<file path="config.mk">
export PLATFORM = sky130hd
export DESIGN_NAME = hub75_bcm_scanner_flat
export DESIGN_NICKNAME = d
export VERILOG_FILES = /design/src/rtl/hub75_bcm_scanner_if.sv /design/src/rtl/hub75_bcm_scanner.sv /design/src/flat_wrapper.sv
export SDC_FILE = /design/constraint.sdc
export NUM_CORES = 1
export LEC_CHECK = 0
export ABC_AREA = 1
export CAP_MARGIN = 20
export CORE_ASPECT_RATIO = 1.4
export CORE_UTILIZATION = 50
export CTS_CLUSTER_DIAMETER = 30
export DETAILED_ROUTE_END_ITERATION = 8
export GPL_TIMING_DRIVEN = 1
export PLACE_DENSITY = 0.89
export SETUP_SLACK_MARGIN = 0.4
export SYNTH_ARGS = -nofsm -noshare
export SYNTH_HDL_FRONTEND = slang
export SYNTH_SLANG_ARGS = --single-unit
export TNS_END_PERCENT = 30
</file>
<file path="constraint.sdc">
create_clock -name clk -period 3.41 [get_ports clk]
set_input_delay 0.341 -clock clk [delete_from_list [all_inputs] [get_ports clk]]
set_output_delay 0.341 -clock clk [all_outputs]
set_load 0.01 [all_outputs]
</file>
<file path="src/rtl/hub75_bcm_scanner_if.sv">
// Framebuffer read port between the HUB75 scanner and the renderer.
// rd_data is returned exactly one cycle after rd_en.
interface hub75_bcm_scanner_if #(
  parameter int COLS       = 64,
  parameter int ROW_BITS   = 4,
  parameter int COLOR_BITS = 4
);
  localparam int COLW = (COLS > 1) ? $clog2(COLS) : 1;

  logic                    rd_en;
  logic [ROW_BITS-1:0]     rd_row;
  logic [COLW-1:0]         rd_col;
  logic [6*COLOR_BITS-1:0] rd_data;

  modport master (
    output rd_en, rd_row, rd_col,
    input  rd_data
  );

  modport slave (
    input  rd_en, rd_row, rd_col,
    output rd_data
  );
endinterface

</file>
<file path="src/rtl/hub75_bcm_scanner.sv">
// HUB75 BCM scan driver: framebuffer fetch, shift, latch, weighted display.
// Optional HUB75_BRIGHTNESS_EN adds a brightness input that shortens oe-low time.
module hub75_bcm_scanner #(
  parameter int COLS       = 64,
  parameter int ROW_BITS   = 4,
  parameter int COLOR_BITS = 4,
  parameter int OE_BASE    = 8
) (
  input  logic                clk,
  input  logic                rst,
  input  logic                en,
`ifdef HUB75_BRIGHTNESS_EN
  input  logic [7:0]          brightness,
`endif
  hub75_bcm_scanner_if.master fb,
  output logic [ROW_BITS-1:0] row_addr,
  output logic                r0,
  output logic                g0,
  output logic                b0,
  output logic                r1,
  output logic                g1,
  output logic                b1,
  output logic                sclk,
  output logic                lat,
  output logic                oe,
  output logic                frame_done
);

  localparam int COLW = (COLS > 1) ? $clog2(COLS) : 1;
  localparam int SLEN = 2 * COLS + 2;
  localparam int DMAX = OE_BASE << (COLOR_BITS - 1);
  localparam int CMAX = (SLEN > DMAX) ? SLEN : DMAX;
  localparam int CNTW = $clog2(CMAX + 1);
  localparam int PW   = (COLOR_BITS > 1) ? $clog2(COLOR_BITS) : 1;
  localparam int DW   = 6 * COLOR_BITS;

  localparam logic [PW-1:0]       PLAST = PW'(COLOR_BITS - 1);
  localparam logic [ROW_BITS-1:0] RLAST = '1;
  localparam logic [CNTW-1:0]     SEND  = CNTW'(SLEN - 1);
  localparam logic [CNTW-1:0]     RDEND = CNTW'(2 * COLS);
  localparam logic [CNTW-1:0]     SCLK0 = CNTW'(3);

  typedef enum logic [1:0] {IDLE, SHIFT, LATCH, DISPLAY} state_t;

  state_t              state, state_nx;
  logic [CNTW-1:0]     cnt, cnt_nx;
  logic [PW-1:0]       plane, plane_nx;
  logic [ROW_BITS-1:0] row, row_nx;
  logic [CNTW-1:0]     dlen, dlen_nx;
  logic [DW-1:0]       sh;
  logic [5:0]          rgb, rgb_nx;
  logic                rd_en_nx, sclk_nx, lat_nx, oe_nx, done_nx;
  logic [ROW_BITS-1:0] rd_row_nx, row_addr_nx;
  logic [COLW-1:0]     rd_col_nx;
`ifdef HUB75_BRIGHTNESS_EN
  logic [7:0]          bright;
  logic [CNTW+8:0]     prod;
`endif

  assign dlen    = CNTW'(OE_BASE) << plane;
  assign dlen_nx = CNTW'(OE_BASE) << plane_nx;
  assign sh      = fb.rd_data >> plane;
  assign {r0, g0, b0, r1, g1, b1} = rgb;

  always_comb begin
    state_nx = state;
    cnt_nx   = cnt;
    plane_nx = plane;
    row_nx   = row;
    unique case (state)
      IDLE: begin
        if (en) begin
          state_nx = SHIFT;
          cnt_nx   = '0;
        end
      end
      SHIFT: begin
        if (cnt == SEND) begin
          state_nx = LATCH;
          cnt_nx   = '0;
        end else begin
          cnt_nx = cnt + 1'b1;
        end
      end
      LATCH: begin
        state_nx = DISPLAY;
        cnt_nx   = '0;
      end
      DISPLAY: begin
        if (cnt == dlen - 1'b1) begin
          cnt_nx   = '0;
          plane_nx = '0;
          if (plane != PLAST) begin
            plane_nx = plane + 1'b1;
            state_nx = SHIFT;
          end else if (row != RLAST) begin
            row_nx   = row + 1'b1;
            state_nx = SHIFT;
          end else begin
            row_nx   = '0;
            state_nx = IDLE;
          end
        end else begin
          cnt_nx = cnt + 1'b1;
        end
      end
      default: state_nx = IDLE;
    endcase
  end

  // Outputs are registered, so they are derived from the next state.
  always_comb begin
    rd_en_nx    = state_nx == SHIFT && !cnt_nx[0] && cnt_nx < RDEND;
    rd_row_nx   = rd_en_nx ? row_nx : fb.rd_row;
    rd_col_nx   = rd_en_nx ? COLW'(cnt_nx >> 1) : fb.rd_col;
    sclk_nx     = state_nx == SHIFT && cnt_nx[0] && cnt_nx >= SCLK0;
    lat_nx      = state_nx == LATCH;
    row_addr_nx = lat_nx ? row_nx : row_addr;
    done_nx     = state_nx == DISPLAY && cnt_nx == dlen_nx - 1'b1 &&
                  plane_nx == PLAST && row_nx == RLAST;
    rgb_nx      = rgb;
    if (state == SHIFT && cnt[0] && cnt < RDEND)
      rgb_nx = {sh[5*COLOR_BITS], sh[4*COLOR_BITS], sh[3*COLOR_BITS],
                sh[2*COLOR_BITS], sh[COLOR_BITS], sh[0]};
`ifdef HUB75_BRIGHTNESS_EN
    prod  = (CNTW+9)'(dlen_nx) * (CNTW+9)'({1'b0, bright} + 9'd1);
    oe_nx = !(state_nx == DISPLAY && {1'b0, cnt_nx} < prod[CNTW+8:8]);
`else
    oe_nx = state_nx != DISPLAY;
`endif
  end

  always_ff @(posedge clk) begin
    if (rst) begin
      state      <= IDLE;
      cnt        <= '0;
      plane      <= '0;
      row        <= '0;
      fb.rd_en   <= 1'b0;
      fb.rd_row  <= '0;
      fb.rd_col  <= '0;
      row_addr   <= '0;
      rgb        <= '0;
      sclk       <= 1'b0;
      lat        <= 1'b0;
      oe         <= 1'b1;
      frame_done <= 1'b0;
`ifdef HUB75_BRIGHTNESS_EN
      bright     <= '0;
`endif
    end else begin
      state      <= state_nx;
      cnt        <= cnt_nx;
      plane      <= plane_nx;
      row        <= row_nx;
      fb.rd_en   <= rd_en_nx;
      fb.rd_row  <= rd_row_nx;
      fb.rd_col  <= rd_col_nx;
      row_addr   <= row_addr_nx;
      rgb        <= rgb_nx;
      sclk       <= sclk_nx;
      lat        <= lat_nx;
      oe         <= oe_nx;
      frame_done <= done_nx;
`ifdef HUB75_BRIGHTNESS_EN
      if (lat_nx)
        bright <= brightness;
`endif
    end
  end

endmodule

</file>
<file path="src/flat_wrapper.sv">
// flat-port wrapper written by rule: the top's interface ports become plain ports
module hub75_bcm_scanner_flat 
#(
  parameter int COLS       = 64,
  parameter int ROW_BITS   = 4,
  parameter int COLOR_BITS = 4,
  parameter int OE_BASE    = 8
)
  (clk, rst, en, row_addr, r0, g0, b0, r1, g1, b1, sclk, lat, oe, frame_done, fb_rd_en, fb_rd_row, fb_rd_col, fb_rd_data);
  hub75_bcm_scanner_if #(.COLS(COLS), .ROW_BITS(ROW_BITS), .COLOR_BITS(COLOR_BITS)) fb_i ();
  input  logic clk;
  input  logic rst;
  input  logic en;
  output logic [ROW_BITS-1:0] row_addr;
  output logic r0;
  output logic g0;
  output logic b0;
  output logic r1;
  output logic g1;
  output logic b1;
  output logic sclk;
  output logic lat;
  output logic oe;
  output logic frame_done;
  output wire logic [$bits(fb_i.rd_en)-1:0] fb_rd_en;
  output wire logic [$bits(fb_i.rd_row)-1:0] fb_rd_row;
  output wire logic [$bits(fb_i.rd_col)-1:0] fb_rd_col;
  input wire logic [$bits(fb_i.rd_data)-1:0] fb_rd_data;
  assign fb_rd_en = fb_i.rd_en;
  assign fb_rd_row = fb_i.rd_row;
  assign fb_rd_col = fb_i.rd_col;
  assign fb_i.rd_data = fb_rd_data;
  hub75_bcm_scanner #(.COLS(COLS), .ROW_BITS(ROW_BITS), .COLOR_BITS(COLOR_BITS), .OE_BASE(OE_BASE)) u_core (.clk(clk), .rst(rst), .en(en), .fb(fb_i), .row_addr(row_addr), .r0(r0), .g0(g0), .b0(b0), .r1(r1), .g1(g1), .b1(b1), .sclk(sclk), .lat(lat), .oe(oe), .frame_done(frame_done));
endmodule
</file>
== Word level (Yosys, flattened, before mapping) ==
Index checks and enable logic that the tools add are counted.
Operators by class
  add/sub/neg operators: 5
  order comparisons: 3
  equal/unequal tests: 14
  shift operators: 3
  mux-type cells: 17
  reduce and logical (&&, ||, !) cells: 11
Operators with widths (count)
  case mux 8 bit (4 select lines): 1
  two-way mux 8 bit: 3
  >> shifter 24 x 2 -> 21 bit: 1
  equality test 8 bit: 2
  < comparator 8 bit, second input constant: 2
  two-way mux 4 bit: 4
  << shifter 4 x 2 -> 8 bit, first input constant: 2
  subtractor 8 x 1 -> 8 bit, second input constant: 2
  two-way mux 2 bit: 7
  equality test 2 bit, second input constant: 5
  logical AND 1 bit: 9
  adder 8 x 1 -> 8 bit, second input constant: 1
  equality test 8 bit, second input constant: 1
  greater-or-equal comparator 8 x 2 -> 1 bit, second input constant: 1
  case mux 2 bit (4 select lines): 1
  adder 4 x 1 -> 4 bit, second input constant: 1
  equality test 2 x 1 -> 1 bit, second input constant: 2
  equality test 4 bit, second input constant: 1
  inequality test 2 bit, second input constant: 2
  inequality test 4 bit, second input constant: 1
  adder 2 x 1 -> 2 bit, second input constant: 1
  zero test 2 bit: 1
  zero test 1 bit: 1
  two-way mux 1 bit: 1
Storage, ports and cells
  bits in registers: 41
  input bits: 27
  output and inout bits: 25

== Logic depth before layout (Yosys ltp) ==
Gate-level depths: netlist of run 1.
  depth after elaboration: 11
  gate-level depth with buffers: 20
  gate-level depth less buffers: 19

== Worst setup path after synthesis of run 1 ==
OpenSTA, ideal clock, no wires.
  path type: register -> register
  start: register u_core.plane[0]
  end: register u_core.fb.rd_row[0]
  setup time: 0.113 ns
  arrival: 2.476 ns
  required time: 3.297 ns
  path slack: 0.821 ns
  cell stages (with the launch flop): 19
  buffers on the path: 2
  period minus slack after synthesis: 2.589 ns
  cells stage by stage: dfxtp_1 -> inv_1 -> clkbuf_1 -> ha_1 -> inv_1 -> ha_1 -> inv_1 -> nand2_1 -> nand2_1 -> nand2_1 -> nor2_4 -> nand3_4 -> o21bai_4 -> nand2_2 -> nor2_8 -> buf_8 -> nand3_1 -> nand2_1 -> nor2_1
On the way
  longest elaborated chain between the ends: 8
RTL lines
  from (decl): line hub75_bcm_scanner.sv:47  | logic [PW-1:0] plane, plane_nx;
  from (signal assigned): line hub75_bcm_scanner.sv:154  | plane <= plane_nx;
  branches (longest 8 deep; another with subtractor 8 x 1 -> 8 bit)
  to (signal assigned): line hub75_bcm_scanner.sv:157  | fb.rd_row <= rd_row_nx;
  to (decl): line hub75_bcm_scanner_if.sv:16  | output rd_en, rd_row, rd_col,
Several ways; the timed one is not identified.
A chain may end at the register's enable or synchronous reset.

== Worst setup path in the final report of run 1 ==
  start: register u_core.plane[1]
  end: register u_core.fb.rd_row[3]
The elaborated chain is that of the path after synthesis.

==> results of run 1 <==
worst max-delay path, delay by kind of cell (launching register included):
| kind | cells | cell delay [ps] |
|---|---|---|
| DFF | 1 | 390 |
| and+or+nand+nor | 11 | 1260 |
| adders and majority gates | 2 | 510 |
| buffers and inverters | 3 | 330 |
| AOI/OAI and AO/OA | 1 | 190 |
synthesized netlist by cell type (all sizes together):
cell    count  share of area (%)
clkbuf      7                1.1
nor3        3               0.61
a31o        2               0.71
nand3b      3               0.91
nand3      43                9.8
clkinv      1               0.15
xor2        1               0.36
dfxtp      41                 33
o21ai      28                5.7
inv        46                7.0
a21oi      17                4.8
o21bai      1               0.76
nand4       4                1.0
ha          9                4.6
a31oi       7                1.8
nand2      80                 12
buf         6                1.8
nor2       81                 13
area by class of cell:
cell class,instances,area [sq um]
fillers,418,1550
inverters,47,178
flip-flops and latches,41,823
multi-input cells,279,1400
clock inverters,2,15.0
clock buffers,6,72.6
repair buffers,54,533
well taps,62,77.6
power by group through the flow:
stage | Combinational, mW | Sequential, mW | Clock, mW
finish | 0.147 | 0.508 | 0.320
global route | 0.161 | 0.510 | 0.347
CTS | 0.147 | 0.508 | 0.322
detailed placement | 0.146 | 0.519 | 0
global placement | 0.145 | 0.518 | 0
floorplan | 0.0716 | 0.524 | 0
path summary, 6_finish.rpt:
| path | from | end | slack, ps | cells after the start |
|---|---|---|---|---|
| worst max-delay path | u_core.plane[1] | u_core.fb.rd_row[3] | 680 | 17 |
| worst max register to register | u_core.plane[1] | u_core.fb.rd_row[3] | 680 | 17 |
| worst min register to register | u_core.fb.rd_row[1] | u_core.fb.rd_row[1] | 500 | 2 |
| worst min-delay path | u_core.fb.rd_row[1] | u_core.fb.rd_row[1] | 500 | 2 |
layer usage:
metal | share of wire, % | vias up | global-route usage [%]
met5 | 0 | - | 0
met4 | 3.1 | 0 | 11.3
met3 | 4.5 | 23 | 4.57
met2 | 50 | 64 | 42.9
met1 | 43 | 1134 | 32.8
li1 | - | 1308 | -
logic make-up after synthesis:
group | count (synthesis) | synth area share, %
AOI/OAI and AO/OA | 55 | 13.7
and+or+nand+nor | 214 | 38.0
buffers and inverters | 60 | 10.0
DFF | 41 | 33.3
adders and majority gates | 9 | 4.56
xor gates and xnor gates | 1 | 0.355
metrics by stage:
stage	setup slack, ps	instances	total power, mW	util (%)
CTS	474	491	0.977	66.6
detailed placement	510	483	0.664	64.7
finish	680	491	0.974	66.7
global placement	609	483	0.663	64.7
global route	414	491	1.02	66.7
floorplan	821	380	0.596	-
sequential cells by signal (all words and copies together) (netlist names), 2 cells and up:
name and cells:
u_core.state 2, u_core.rgb 6, u_core.fb.rd_row 4, u_core.row_addr 4, u_core.plane 2, u_core.row 4, u_core.fb.rd_col 6, u_core.cnt 8
==> results.sh, run 1 <==
export IMPL_grt_pass1_wl_um=10500
export IMPL_clock_power_share_pct=32.8
export IMPL_ir_drop_v=0.000261
export IMPL_post_cts_buffers=0
export IMPL_port_buffers=51
export IMPL_clockBufferDepth=2
export IMPL_slowest_delay_ps=390
export IMPL_ys_ff_latch=41
export IMPL_ys_seq_area_share_pct=33.3
export IMPL_crit_type="flop to flop"
export IMPL_max_slew_margin_pct=62.0
export IMPL_dr_pass1_iters=4
export IMPL_syn_cell_area_sq_mm=0.00247
export IMPL_dieArea_sq_mm=0.00522
export IMPL_nets=464
export IMPL_post_dp_cell_area_sq_mm=0.00301
export IMPL_synthDistinctLibCells=29
export IMPL_core_rowCount=29
export IMPL_wire_per_inst_um=12.4
export IMPL_syn_instance_count=380
export IMPL_p_int_uw=718
export IMPL_syn_avg_cell_area_sq_um=6.49
export IMPL_initialDrtViolationCount=117
export IMPL_grt_pass1_vias=2446
export IMPL_rsz0062_at_grt="false"
export IMPL_ctsHtreeMaxLevel=2
export IMPL_drive_gt1_share_pct=8.86
export IMPL_dpl_hpwl_um=4640
export IMPL_p_switching_uw=256
export IMPL_area_delta_synth_final_pct=25.6
export IMPL_ioPinCount=52
export IMPL_cts_tree="done"
export IMPL_cp_end_kind="flop"
export IMPL_cts_hold_buf=0
export IMPL_timing_max_cap_violations=0
export IMPL_fin_setup_tns_ps=0
export IMPL_cp_slowest_cell="dfxtp_2"
export IMPL_vias_per_cell=5.15
export IMPL_core_area_sq_mm=0.00464
export IMPL_power_density_mw_per_mm2=314
export IMPL_cp_arrival_ps=2970
export IMPL_final_area_sq_mm=0.00310
export IMPL_fin_worst_skew_ps=2.93
export IMPL_p_leak_nw=1.36
export IMPL_p_sw_share_pct=26.3
export IMPL_drv_slew=0
export IMPL_cts_root_buf="clkbuf_8"
export IMPL_vias=2529
export IMPL_cts_resized=0
export IMPL_overflow=0
export IMPL_final_common_cell="nand2_1"
export IMPL_hold_path_class="flop to flop"
export IMPL_gp_congestion=0.966
export IMPL_worstSetupStartpointType="flop"
export IMPL_worst_pin_slew_ps=570
export IMPL_numClockSinks=41
export IMPL_worstSkewPairLatency_ps=290
export IMPL_grt_max_degree=21
export IMPL_hold_viol=0
export IMPL_run_status="finished, final reports clean"
export IMPL_syn_num_nets=416
export IMPL_die_x_um=61.4
export IMPL_seq_power_share_pct=52.1
export IMPL_crit_fanout=19
export IMPL_crit_chain="inv_1 > ha_1 > inv_1 > ha_1 > inv_1 > nand2_1 > nand2_1 > nand2_1 > nor2_4 > nand3_4 > o21bai_4 > nand2_2 > nor2_8 > nand2_1 > nand2_1 > nand2_1 > nor2_1"
export IMPL_cts_clk_slew_worst_paths_ps=80
export IMPL_cts_buffers=5
export IMPL_n_antenna_cell=0
export IMPL_share_comb_of_total_power_pct=15.1
export IMPL_fmax_mhz=366
export IMPL_timing_final_crit_share_pct=80.1
export IMPL_antenna_found_initial=0
export IMPL_die_height_um=85.1
export IMPL_crit_top_cell="nand2_1"
export IMPL_grt_usage_pct=26.2
export IMPL_holdWs_ps=499
export IMPL_final_antenna_net_count=0
export IMPL_critPathRequiredTime_ps=3650
export IMPL_setup_violations_final=0
export IMPL_yosysWarnings=0
export IMPL_start_util_pct=53.1
export IMPL_most_common_layout_cells="nand2_1, nor2_1, clkdlybuf4s50_1"
export IMPL_finalWirelength_um=6070
export IMPL_drc=0
export IMPL_fin_crit_ps=2730
(Power assumes the default switching activity.)
==> run 2, diff against run 1 <==
- CORE_UTILIZATION: 50 -> 46
- PLACE_DENSITY: 0.89 -> 0.86
- clock period: 3.41 -> 2.35 ns (I/O delays scaled with it)
==> results.sh, run 2 (synthesis results as in run 1) <==
export IMPL_drive_gt1_share_pct=27.3
export IMPL_share_comb_of_total_power_pct=17.4
export IMPL_fin_crit_ps=2310
export IMPL_grt_pass1_vias=2816
export IMPL_hold_path_cell_count=2
export IMPL_start_util_pct=47.8
export IMPL_grt_max_degree=21
export IMPL_gp_congestion=0.910
export IMPL_reg2reg_depth=17
export IMPL_r2r_setup_slack_ps=40
export IMPL_final_area_sq_mm=0.00364
export IMPL_final_antenna_net_count=0
export IMPL_die_height_um=88.7
export IMPL_grt_pass1_wl_um=12300
export IMPL_p_sw_share_pct=28.3
export IMPL_cts_buffers=5
export IMPL_path_depth=17
export IMPL_seq_power_share_pct=49.3
export IMPL_largest_reg_flops=8
export IMPL_power_density_mw_per_mm2=409
export IMPL_initialDrtViolationCount=153
export IMPL_worstSetupStartpointType="flop"
export IMPL_numClockSinks=41
export IMPL_clock_power_share_pct=33.3
export IMPL_cp_arrival_ps=2500
export IMPL_die_x_um=63.9
export IMPL_placed_cells=497
export IMPL_core_rowCount=31
export IMPL_reg_top3="u_core.cnt (8), u_core.fb.rd_col (6), u_core.rgb (6)"
export IMPL_cts_tree="done"
export IMPL_timing_max_cap_violations=0
export IMPL_fillCellCount=371
export IMPL_final_common_cell="nor2_1"
export IMPL_overflow=0
export IMPL_wire_per_inst_um=15.3
export IMPL_dieArea_sq_mm=0.00566
export IMPL_ioPinCount=52
export IMPL_nets=493
export IMPL_slowest_delay_ps=400
export IMPL_antenna_found_initial=0
export IMPL_cp_slowest_cell="dfxtp_4"
export IMPL_rsz0062_at_grt="true"
export IMPL_layout_cells_non_filler=524
export IMPL_fin_worst_skew_ps=13.9
export IMPL_vias=2850
export IMPL_area_delta_synth_final_pct=47.7
export IMPL_critPathTopFamily="simple AND/OR/NAND/NOR gates"
export IMPL_drv_slew=0
export IMPL_finalWirelength_um=8040
export IMPL_critPathRequiredTime_ps=2540
export IMPL_critPathBufInv=4
export IMPL_hold_viol=0
export IMPL_p_leak_nw=1.56
export IMPL_cts_clk_slew_worst_paths_ps=90
export IMPL_timing_final_crit_share_pct=98.1
export IMPL_n_antenna_cell=0
export IMPL_grt_usage_pct=27.4
export IMPL_most_common_layout_cells="nor2_1, nand2_1, clkdlybuf4s50_1"
export IMPL_dpl_hpwl_um=4960
export IMPL_post_dp_cell_area_sq_mm=0.00314
export IMPL_cp_end_kind="flop"
export IMPL_top_register="u_core.cnt"
export IMPL_hold_path_class="flop to flop"
export IMPL_core_area_sq_mm=0.00516
export IMPL_vias_per_cell=5.44
export IMPL_p_switching_uw=422
export IMPL_worst_pin_slew_ps=594
export IMPL_max_slew_margin_pct=60.0
export IMPL_cts_root_buf="clkbuf_8"
export IMPL_drc=0
export IMPL_p_int_mw=1.07
export IMPL_port_buffers=51
export IMPL_ctsHtreeMaxLevel=2
export IMPL_setup_violations_final=0
export IMPL_run_status="finished, final reports clean"
export IMPL_crit_fanout=5
export IMPL_dr_pass1_iters=5
export IMPL_ir_drop_v=0.000427
export IMPL_worstSkewPairLatency_ps=310
export IMPL_fmax_mhz=434
export IMPL_crit_chain="inv_4 > ha_4 > inv_4 > ha_4 > inv_2 > nand2_2 > nand2_2 > nand2_2 > nor2_4 > nand3_4 > buf_4 > nand3_1 > nand3b_1 > nor2_1 > nand2_1 > nor2_1 > nor2_1"
export IMPL_clockBufferDepth=2
export IMPL_crit_type="flop to flop"
run 2: changes by cell type in the layout (fill, tap and decap cells not counted), sizes merged:
| cell | before | now |
|---|---|---|
| buf | 3 | 30 |
| inv | 45 | 47 |
| clkbuf | 6 | 5 |
| clkinv | 2 | 3 |
| clkinvlp | 2 | 1 |
| nor2 | 81 | 82 |
run 2: worst paths after layout:
path / start / to
setup / recovery: u_core.plane[0] / u_core.sclk
hold / removal: u_core.fb.rd_col[2] / u_core.fb.rd_col[2]
setup reg to reg: u_core.plane[0] / u_core.sclk
hold reg to reg: u_core.fb.rd_col[2] / u_core.fb.rd_col[2]
run 2: cell type report:
class / count / area, sq um / share of cell area, %
flip-flops and latches: 41 / 828 / 22.7
multi-input cells: 280 / 1660 / 45.5
clock buffers: 5 / 68.8 / 1.89
repair inverters: 1 / 7.51 / 0.206
well taps: 66 / 82.6 / 2.27
clock inverters: 3 / 23.8 / 0.652
repair buffers: 81 / 773 / 21.2
inverters: 47 / 201 / 5.53
run 2: routing by layer:
metal | vias up | track usage [%] | routed length (um)
met5 | - | 0 | 0
met4 | 0 | 16.3 | 370
met3 | 36 | 5.15 | 369
met2 | 103 | 51.5 | 4330
met1 | 1340 | 28.0 | 2970
li1 | 1371 | - | -
run 2: power by group through the flow:
| stage | registers [mW] | clock network [mW] | logic (mW) |
|---|---|---|---|
| 5_1_grt | 0.738 | 0.519 | 0.280 |
| 3_5_place_dp | 0.752 | 0 | 0.220 |
| 2_1_floorplan | 0.760 | 0 | 0.105 |
| 6_report | 0.735 | 0.496 | 0.260 |
| 4_1_cts | 0.735 | 0.488 | 0.242 |
| 3_3_place_gp | 0.751 | 0 | 0.218 |
run 2: metrics by stage:
| step | hold WS (ps) | TNS [ps] | utilization (%) | setup WS [ps] | power, mW |
|---|---|---|---|---|---|
| floorplan | 428 | 0 | - | 5.76 | 0.865 |
| finish | 497 | 0 | 70.7 | 43.7 | 1.49 |
| global route | 519 | -130 | 70.7 | -76.8 | 1.54 |
| CTS | 499 | 0 | 67.1 | 126 | 1.46 |
| detailed placement | 472 | -132 | 61.0 | -78.8 | 0.972 |
| global placement | 465 | 0 | 61.0 | 70.5 | 0.969 |
run 2: repair_timing:
item | 4_1_cts | 5_1_grt
setup buffers | 12 | 5
pin swaps | 21 | 28
setup endpoints to repair | 22 | 28
gates resized for setup | 31 | 47
hold buffers | 0 | 0
gates cloned | 2 | 0
run 2: tightest hold or removal path: cells and delay by family (launching register included):
| family | cells | cell delay, ps |
|---|---|---|
| and+or+nand+nor | 1 | 70 |
| AOI/OAI and AO/OA | 1 | 40 |
| DFF | 1 | 350 |
